[config.mk]
export PLATFORM = sky130hd
export DESIGN_NAME = ssd1306_digit_writer
export DESIGN_NICKNAME = d
export VERILOG_FILES = /design/src/rtl/ssd1306_pkg.sv /design/src/rtl/ssd1306_font_rom.sv /design/src/rtl/ssd1306_digit_writer.sv
export SDC_FILE = /design/constraint.sdc
export NUM_CORES = 1
export LEC_CHECK = 0
export ABC_AREA = 1
export BUFFER_PORTS_ARGS = -buffer_cell sky130_fd_sc_hd__buf_2
export CAP_MARGIN = 20
export CORE_MARGIN = 4
export CORE_UTILIZATION = 40
export CTS_CLUSTER_DIAMETER = 30
export CTS_CLUSTER_SIZE = 28
export DETAILED_ROUTE_END_ITERATION = 6
export PLACE_DENSITY = 0.71
export SLEW_MARGIN = 10
export SYNTH_ARGS = -nofsm -noshare
export SYNTH_HDL_FRONTEND = slang
export SYNTH_SLANG_ARGS = --single-unit
[constraint.sdc]
create_clock -name clk_in -period 6.5 [get_ports clk_in]
set_input_delay 0.65 -clock clk_in [delete_from_list [all_inputs] [get_ports clk_in]]
set_output_delay 0.65 -clock clk_in [all_outputs]
set_load 0.05 [all_outputs]
[src/rtl/ssd1306_pkg.sv]
// rtl/ssd1306_pkg.sv - shared SSD1306 command constants, glyph geometry and writer states
package ssd1306_pkg;

    localparam logic [7:0] CMD_SET_COL_ADDR  = 8'h21;
    localparam logic [7:0] CMD_SET_PAGE_ADDR = 8'h22;
    localparam int         GLYPH_W           = 8;
    localparam int         CMD_BYTES         = 6;

    typedef enum logic [2:0] {
        ST_IDLE,
        ST_CMD_SEND,
        ST_CMD_WAIT_BUSY,
        ST_CMD_WAIT_DONE,
        ST_DATA_SEND,
        ST_DATA_WAIT_BUSY,
        ST_DATA_WAIT_DONE,
        ST_FINISH
    } state_e;

endpackage

[src/rtl/ssd1306_font_rom.sv]
// rtl/ssd1306_font_rom.sv - 5x7 digit font in 8-column cells, bit0 = top pixel
// Glyph occupies columns 1..5; columns 0, 6 and 7 and codes >= 10 are blank.
module ssd1306_font_rom (
    input  logic [3:0] i_code,
    input  logic [2:0] i_col,
    output logic [7:0] o_byte
);

    logic [39:0] w_glyph;

    // Packed with column 5 in the top byte and column 1 in the bottom byte.
    always_comb begin
        w_glyph = 40'h0;
        case (i_code)
            4'd0: w_glyph = {8'h3E, 8'h45, 8'h49, 8'h51, 8'h3E};
            4'd1: w_glyph = {8'h00, 8'h40, 8'h7F, 8'h42, 8'h00};
            4'd2: w_glyph = {8'h46, 8'h49, 8'h51, 8'h61, 8'h42};
            4'd3: w_glyph = {8'h31, 8'h4B, 8'h45, 8'h41, 8'h21};
            4'd4: w_glyph = {8'h10, 8'h7F, 8'h12, 8'h14, 8'h18};
            4'd5: w_glyph = {8'h39, 8'h45, 8'h45, 8'h45, 8'h27};
            4'd6: w_glyph = {8'h30, 8'h49, 8'h49, 8'h4A, 8'h3C};
            4'd7: w_glyph = {8'h03, 8'h05, 8'h09, 8'h71, 8'h01};
            4'd8: w_glyph = {8'h36, 8'h49, 8'h49, 8'h49, 8'h36};
            4'd9: w_glyph = {8'h1E, 8'h29, 8'h49, 8'h49, 8'h06};
            default: w_glyph = 40'h0;
        endcase
    end

    always_comb begin
        o_byte = 8'h00;
        case (i_col)
            3'd1:    o_byte = w_glyph[7:0];
            3'd2:    o_byte = w_glyph[15:8];
            3'd3:    o_byte = w_glyph[23:16];
            3'd4:    o_byte = w_glyph[31:24];
            3'd5:    o_byte = w_glyph[39:32];
            default: o_byte = 8'h00;
        endcase
    end

endmodule

[src/rtl/ssd1306_digit_writer.sv]
// rtl/ssd1306_digit_writer.sv - redraws a BCD digit row on an SSD1306 via the shared SPI command handshake
// Sends a 6-byte address window (dc=0) then 8 glyph columns per digit (dc=1), most significant digit first.
module ssd1306_digit_writer
    import ssd1306_pkg::*;
#(
    parameter int DIGITS_NUM    = 6,
    parameter int COL_START     = 0,
    parameter int PAGE          = 0,
    parameter bit BLANK_LEADING = 1'b1
) (
    input  logic                    clk_in,
    input  logic                    reset_in,
    input  logic                    enable_in,
    input  logic                    update_in,
    input  logic [4*DIGITS_NUM-1:0] digits_in,
    output logic                    busy,
    output logic                    frame_done,
    output logic                    command_start,
    output logic [7:0]              command_out,
    output logic                    command_last_byte,
    input  logic                    command_ready,
    output logic                    oled_dc
);

    localparam int         DATA_BYTES = GLYPH_W * DIGITS_NUM;
    localparam int         IDX_W      = $clog2(DATA_BYTES + 1);
    localparam int         DIG_W      = IDX_W - 3;
    localparam logic [7:0] COL_END    = 8'(COL_START + DATA_BYTES - 1);

    if (COL_START + DATA_BYTES - 1 > 127) begin : g_col_range_check
        $error("ssd1306_digit_writer: digit row exceeds column 127");
    end

    state_e                    r_state;
    state_e                    w_next;
    logic [IDX_W-1:0]          r_idx;
    logic [4*DIGITS_NUM-1:0]   r_snapshot;
    logic                      r_dc;
    logic                      r_dc_settled;
    logic [DIGITS_NUM-1:0]     w_blank;
    logic [3:0]                w_code;
    logic [7:0]                w_font_byte;
    logic [7:0]                w_cmd_byte;
    logic                      w_cmd_last;
    logic                      w_data_last;

    ssd1306_font_rom u_font_rom (
        .i_code (w_code),
        .i_col  (r_idx[2:0]),
        .o_byte (w_font_byte)
    );

    // A digit is blanked when it and every digit above it are zero; digit 0 always shows.
    always_comb begin
        logic w_zero_run;
        w_blank    = '0;
        w_zero_run = 1'b1;
        for (int k = DIGITS_NUM - 1; k >= 1; k--) begin
            w_zero_run = w_zero_run && (r_snapshot[4*k +: 4] == 4'd0);
            w_blank[k] = BLANK_LEADING && w_zero_run;
        end
    end

    always_comb begin
        w_code = 4'hF;
        for (int k = 0; k < DIGITS_NUM; k++) begin
            if (r_idx[IDX_W-1:3] == DIG_W'(DIGITS_NUM - 1 - k) && !w_blank[k]) begin
                w_code = r_snapshot[4*k +: 4];
            end
        end
    end

    always_comb begin
        w_cmd_byte = 8'h00;
        case (r_idx[2:0])
            3'd0:    w_cmd_byte = CMD_SET_COL_ADDR;
            3'd1:    w_cmd_byte = 8'(COL_START);
            3'd2:    w_cmd_byte = COL_END;
            3'd3:    w_cmd_byte = CMD_SET_PAGE_ADDR;
            3'd4:    w_cmd_byte = 8'(PAGE);
            3'd5:    w_cmd_byte = 8'(PAGE);
            default: w_cmd_byte = 8'h00;
        endcase
    end

    assign w_cmd_last  = (r_idx == IDX_W'(CMD_BYTES - 1));
    assign w_data_last = (r_idx == IDX_W'(DATA_BYTES - 1));

    always_ff @(posedge clk_in or posedge reset_in) begin
        if (reset_in) begin
            r_state      <= ST_IDLE;
            r_idx        <= '0;
            r_snapshot   <= '0;
            r_dc         <= 1'b0;
            r_dc_settled <= 1'b0;
        end else begin
            r_state      <= w_next;
            r_dc_settled <= r_dc;
            if (r_state == ST_IDLE && w_next == ST_CMD_SEND) begin
                r_snapshot <= digits_in;
                r_idx      <= '0;
            end else if (r_state == ST_CMD_WAIT_DONE && w_next == ST_DATA_SEND) begin
                r_idx <= '0;
                r_dc  <= 1'b1;
            end else if ((r_state == ST_CMD_WAIT_DONE && w_next == ST_CMD_SEND) ||
                         (r_state == ST_DATA_WAIT_DONE && w_next == ST_DATA_SEND)) begin
                r_idx <= r_idx + IDX_W'(1);
            end
            if (w_next == ST_IDLE) begin
                r_dc <= 1'b0;
            end
        end
    end

    // Data bytes also wait for r_dc_settled so dc leads the first data strobe by a cycle.
    always_comb begin
        w_next            = r_state;
        command_start     = 1'b0;
        command_out       = 8'h00;
        command_last_byte = 1'b0;
        case (r_state)
            ST_IDLE: begin
                if (update_in && enable_in) w_next = ST_CMD_SEND;
            end
            ST_CMD_SEND: begin
                if (!enable_in) begin
                    w_next = ST_IDLE;
                end else if (command_ready) begin
                    command_start     = 1'b1;
                    command_out       = w_cmd_byte;
                    command_last_byte = w_cmd_last;
                    w_next            = ST_CMD_WAIT_BUSY;
                end
            end
            ST_CMD_WAIT_BUSY: begin
                if (!command_ready) w_next = ST_CMD_WAIT_DONE;
            end
            ST_CMD_WAIT_DONE: begin
                if (command_ready) begin
                    if (!enable_in)      w_next = ST_IDLE;
                    else if (w_cmd_last) w_next = ST_DATA_SEND;
                    else                 w_next = ST_CMD_SEND;
                end
            end
            ST_DATA_SEND: begin
                if (!enable_in) begin
                    w_next = ST_IDLE;
                end else if (command_ready && r_dc_settled) begin
                    command_start     = 1'b1;
                    command_out       = w_font_byte;
                    command_last_byte = w_data_last;
                    w_next            = ST_DATA_WAIT_BUSY;
                end
            end
            ST_DATA_WAIT_BUSY: begin
                if (!command_ready) w_next = ST_DATA_WAIT_DONE;
            end
            ST_DATA_WAIT_DONE: begin
                if (command_ready) begin
                    if (!enable_in)       w_next = ST_IDLE;
                    else if (w_data_last) w_next = ST_FINISH;
                    else                  w_next = ST_DATA_SEND;
                end
            end
            ST_FINISH: begin
                w_next = ST_IDLE;
            end
            default: w_next = ST_IDLE;
        endcase
    end

    assign busy       = (r_state != ST_IDLE) && (r_state != ST_FINISH);
    assign frame_done = (r_state == ST_FINISH);
    assign oled_dc    = r_dc;

endmodule

; Yosys cells after proc, flatten, opt, wreduce, memory -nomap -nowiden
; Memories as Yosys holds them, arrays and structs flattened.
; Index checks and enable logic that the tools add are counted.
[classes]
magnitude_cmp = 0
multipliers = 0
eq_ne = 23
div = 0
shifts = 0
muxes = 43
n_bitwise = 0
n_reduce_logical = 35
add_sub_neg = 1
[ops]
columns = op, count
row1 = $pmux W8 S5, 1
row2 = $mux W3, 12
row3 = $mux W6, 5
row4 = $eq A3 B3 Y1 const B, 9
row5 = $mux W4, 6
row6 = $pmux W3 S8, 1
row7 = $logic_not A4 Y1, 5
row8 = $eq A3 B2 Y1 const B, 6
row9 = $pmux W6 S3, 1
row10 = $logic_and A1 B1 Y1, 16
row11 = $mux W8, 2
row12 = $pmux W8 S2, 1
row13 = $eq A3 B1 Y1 const B, 4
row14 = $logic_not A3 Y1, 4
row15 = $mux W1, 11
row16 = $add A6 B1 Y6 const B, 1
row17 = $eq A6 B3 Y1 const B, 1
row18 = $eq A6 B6 Y1 const B, 1
row19 = $reduce_bool A3 Y1, 2
row20 = $logic_not A1 Y1, 5
row21 = $pmux W1 S2, 2
row22 = $ne A3 B3 Y1 const B, 1
row23 = $mux W2, 1
row24 = $ne A2 B1 Y1 const B, 1
row25 = 3 further kinds, 3
[word_totals]
word_cells = 108
latchBits = 0
ram_bits = 0
input_bits = 29
romBits = 560
n_memories = 1
register_bits = 35
output_inout_bits = 13
[memory_table]
columns = name, depth, word_bits, rd, rd_ports_with_merged_regs, wr, line
row1 = (no name shown), 16, 35, 1, 0, 0, ssd1306_font_rom.sv:14  ; case (i_code)

; Logic depth before layout (Yosys ltp)
; An unclocked memory read counts as a cell.
[depth]
depth_word = 17
depth_mapped = 21
depth_no_buf = 21

; Hierarchy
; Synthesis repeated with hierarchy kept, for this count alone.
[hier_totals]
cells_unflattened = 463
area_unflattened_um2 = 3030.4
[by_module_without_submodules]
columns = mod, instances, cells_each, area_each_um2, seq_area_each_um2
row1 = ssd1306_digit_writer, 1, 316, 2259.7, 875.8
row2 = ssd1306_font_rom, 1, 147, 770.7, 0.0

; Least setup slack after synthesis
; No wires, ideal clock.
[synth_timing]
kind = reg2out
from = register r_snapshot[23]
to = output command_out[4]
setup_slack_ps = 3115
required_ps = 5850
path_buffers = 0
arrival_time_ps = 2735
stages_incl_launch_ff = 16
cell_sequence = dfrtp_1 -> nor2_2 -> nand2_2 -> nor2_8 -> nand4_4 -> nand3_1 -> nand3_1 -> nor2_1 -> nand3_1 -> inv_1 -> ha_1 -> nor2_1 -> o21ai_1 -> o211ai_1 -> nor2_1 -> nor2_1
[synth_between]
elab_chain_len = 17
word_cells_on_any_way = 25
classes_between = mux: 9 / reduce/logical: 15 / memory: 1
[synth_rtl]
columns = item, line
row1 = from (decl), ssd1306_digit_writer.sv:37  ; logic [4*DIGITS_NUM-1:0] r_snapshot;
row2 = from (signal assigned), ssd1306_digit_writer.sv:100  ; r_snapshot <= digits_in;
row3 = $logic_not A4 Y1, ssd1306_digit_writer.sv:59  ; w_zero_run = w_zero_run && (r_snapshot[4*k +: 4] == 4'd0);
row4 = $logic_and A1 B1 Y1 (4 in series), ssd1306_digit_writer.sv:59
row5 = $logic_not A1 Y1, ssd1306_digit_writer.sv:67  ; if (r_idx[IDX_W-1:3] == DIG_W'(DIGITS_NUM - 1 - k) && !w_blank[k]) begin
row6 = $logic_and A1 B1 Y1, ssd1306_digit_writer.sv:67
row7 = $mux W4 (4 in series), ssd1306_digit_writer.sv:67
row8 = $mux W4 (*), ssd1306_digit_writer.sv:67
row9 = $mem_v2 Z16 W35 (*), -
row10 = $pmux W8 S5 (*), ssd1306_font_rom.sv:31  ; case (i_col)
row11 = $mux W8 (*), ssd1306_digit_writer.sv:148  ; end else if (command_ready && r_dc_settled) begin
row12 = $mux W8 (*), ssd1306_digit_writer.sv:146  ; if (!enable_in) begin
row13 = $pmux W8 S2 (*), ssd1306_digit_writer.sv:121  ; case (r_state)
row14 = to (decl), ssd1306_digit_writer.sv:19  ; output logic [7:0] command_out,
; Mark *: on every way between the ends. The rest lies on a longest branch, timed or not.

; Worst setup path in the final report
[layout_timing]
from = register r_snapshot[9]
to = output command_out[2]
[layout_between]
elab_chain_len = 15
word_cells_on_any_way = 17
classes_between = mux: 9 / reduce/logical: 7 / memory: 1
[layout_rtl]
columns = item, line
row1 = $logic_not A4 Y1, ssd1306_digit_writer.sv:59
row2 = $logic_and A1 B1 Y1 (2 in series), ssd1306_digit_writer.sv:59
row3 = $logic_not A1 Y1, ssd1306_digit_writer.sv:67
row4 = $logic_and A1 B1 Y1, ssd1306_digit_writer.sv:67
row5 = $mux W4, ssd1306_digit_writer.sv:67
row6 = $mux W4 (*) (4 in series), ssd1306_digit_writer.sv:67
row7 = $mem_v2 Z16 W35 (*), -
row8 = $pmux W8 S5 (*), ssd1306_font_rom.sv:31
row9 = $mux W8 (*), ssd1306_digit_writer.sv:148
row10 = $mux W8 (*), ssd1306_digit_writer.sv:146
row11 = $pmux W8 S2 (*), ssd1306_digit_writer.sv:121
; Marks and branches as above.

==> run metrics <==
outcome=completed; via count=2901; crit path cell chain=inv_1, nand2_1, nor2_1, nand4_4, nand3_1, nand3_1, nor2_1, nand3_1, inv_1, ha_1, inv_1, nor2_1, nand2_1, nand3_1, nand2_1, nand2_1, nand2_1, nand2_1, nand2_1, buf_2; Post-CTS Setup Bufs=0; Initial Util=approximately two fifths; Hold Crit Class=flip-flop to flip-flop; die height=94.3 µm; drt drc=0; Critical Path Fanout Max=7; Routed WL=between 7000 and 8000 µm; core area=7250 µm²; # rows=31; Layout Nets=533; area taken by multi-input logic gates=1790 µm²; DR WL met3=411 µm; maximum achievable frequency=267 MHz; Synth Instances=448; Clk pin slew, worst setup/hold paths=0.07 ns; Avg Cell Area, Syn=6.64 µm²; area delta synth->final=12.0%; TNS Setup=0 ns; dominant cells by area after synthesis=dfrtp_1 (29%), nand2_1 (18%), nand3_1 (7.4%); first-iteration detailed-routing DRC count=174; total track usage=between 10% and 20%; synth warn=0; antenna cell count=0; layout cells sized above 1=18.0%; Die ar.=between 8000 and 9000 µm²; largest net degree at the start of global routing=46; endpoint class of the critical path=output port; count leader, synth=nand2_1; per-cell routed wire length=12.0 µm; Die W=94.3 µm; CTS Buffer Depth=2; CTS tree=done; final hold violation count=0; syn nets=about 490; Metal-1 WL=3280 µm; synthesized cell area=2980 µm²; post-synth top area cell=dfrtp_1; min cycle time layout=3.75 ns; Post-DP HPWL=around 5600 µm; Clock Skews=about 0.0041 ns; CTS Root Cell=clkbuf_8; met2 WL=3300 µm; Reg area=around 900 µm²; H-Tree Depth=2; maxcap violations=0; Final setup viols=0; Synth top area share=slightly below 30%; clock network latency to the later pin of the worst-skew pair=0.28 ns; drt first pass iters=5; Antenna Nets Post-Route=0; prevailing post-synth register cell=dfrtp_1; Post-CTS Resized=0; Congestion Overflow GR=0; kind of critical path=flip-flop to output port; Top Layer Used=met4; ys async rst share=100%; Yosys reg bits=35; crit share post-route=approximately 58%; number of distinct library cells after synthesis=44; RSZ-0062 raised after global routing=no; Cells on Worst Hold Path=0; Crit path largest cell delay=0.36 ns; routability congestion estimate=0.933; Worst Setup Start Kind=flip-flop; clock sink count=35; Seq/Total Area, Yosys=29.4%; Synth top cells by count=nand2_1 (144), inv_1 (58), nand3_1 (44); Critical Path AT=between 3 and 4 ns; number of synthesized flops with an enable pin=0; TritonCTS Buffers=5; first-pass GRT wire length=12300 µm; vias per cell=4.94; antenna violations before repair=0; Final Max Tran Viols=0; fillers=763; cell at the slowest stage of the critical path=dfrtp_1; vias in the first global route=2793; R2R cell count=16; Hold Buf Count CTS=0; worst endpoint required time=approximately 5.9 ns; IO Count=42; I/O Buffers=40; Most common cell on crit path=nand2_1
## final timing paths
| check | from | slack (ns) | endpoint |
|---|---|---|---|
| hold reg to reg | oled_dc | 0.40 | r_dc_settled |
| min in group asynchronous | reset_in | 0.45 | oled_dc |
| max in group asynchronous | reset_in | 5.74 | r_idx[5] |
| setup / recovery | r_snapshot[9] | 2.75 | command_out[2] |
| setup reg to reg | r_idx[1] | 4.12 | r_idx[5] |
| hold / removal | oled_dc | 0.40 | r_dc_settled |
## cells in the final DEF (no fill, tap or decap), drive strengths merged, types with 5 or more instances in the layout
master | Yosys | final
nand2 | 157 | 157
inv | 66 | 66
nand3 | 46 | 46
buf | 4 | 42
nor2 | 40 | 40
o21ai | 40 | 40
dfrtp | 35 | 35
ha | 15 | 15
a21oi | 8 | 8
nor3 | 7 | 7
clkbuf | 4 | 5
## through the flow
step | util [%] | hold WS (ns) | cell area, µm² | worst slack (ns) | std cells
finish | 46.0 | 0.397 | 3330 | 2.75 | 587
global route | 46.0 | 0.423 | 3330 | 2.41 | 587
floorplan | - | 0.457 | 2980 | 3.11 | 448
detailed placement | 44.9 | 0.386 | 3260 | 3.07 | 581
global placement | 44.9 | 0.386 | 3260 | 3.11 | 581
CTS | 46.0 | 0.402 | 3330 | 2.73 | 587
## per-layer routing
metal / vias to the layer above / global-route usage [%]
li1: 1507 / -
met1: 1293 / 22.6
met2: 93 / 29.2
met3: 8 / 2.96
met4: 0 / 3.37
met5: - / 0
## area by class of cell
class                      count  share of cell area [%]
clock buffer                   5                    2.06
clock inverter                 1                   0.225
inverter                      66                    7.51
multi-input combinational    339                    53.8
sequential                    35                    26.3
tap                           99                    3.72
timing repair buffer          42                    6.46
## kinds of logic (layout without fill, tap and decap cells)
logic type	Yosys count	count (layout)	synth area share, %
AOI/OAI and AO/OA	62	62	12.7
xor gates and xnor gates	3	3	0.883
adders and majority gates	15	15	6.31
buffers and inverters	74	114	10.5
DFF	35	35	29.4
other	1	1	0.126
and+or+nand+nor	258	258	40.1
## sequential cells by signal (all words and copies together), names as in the netlist
signal        cells
r_state           3
oled_dc           1
r_dc_settled      1
r_idx             6
r_snapshot       24
## worst max-delay path: cells and delay by family, from the launching register on
family | cells | cell delay [ns]
and+or+nand+nor | 15 | 1.52
buffers and inverters | 4 | 0.63
DFF | 1 | 0.36
adders and majority gates | 1 | 0.30
Power is left out: the tool's default activity adds up to more than one toggle a clock period on the data nets, which glitch-free logic cannot reach.
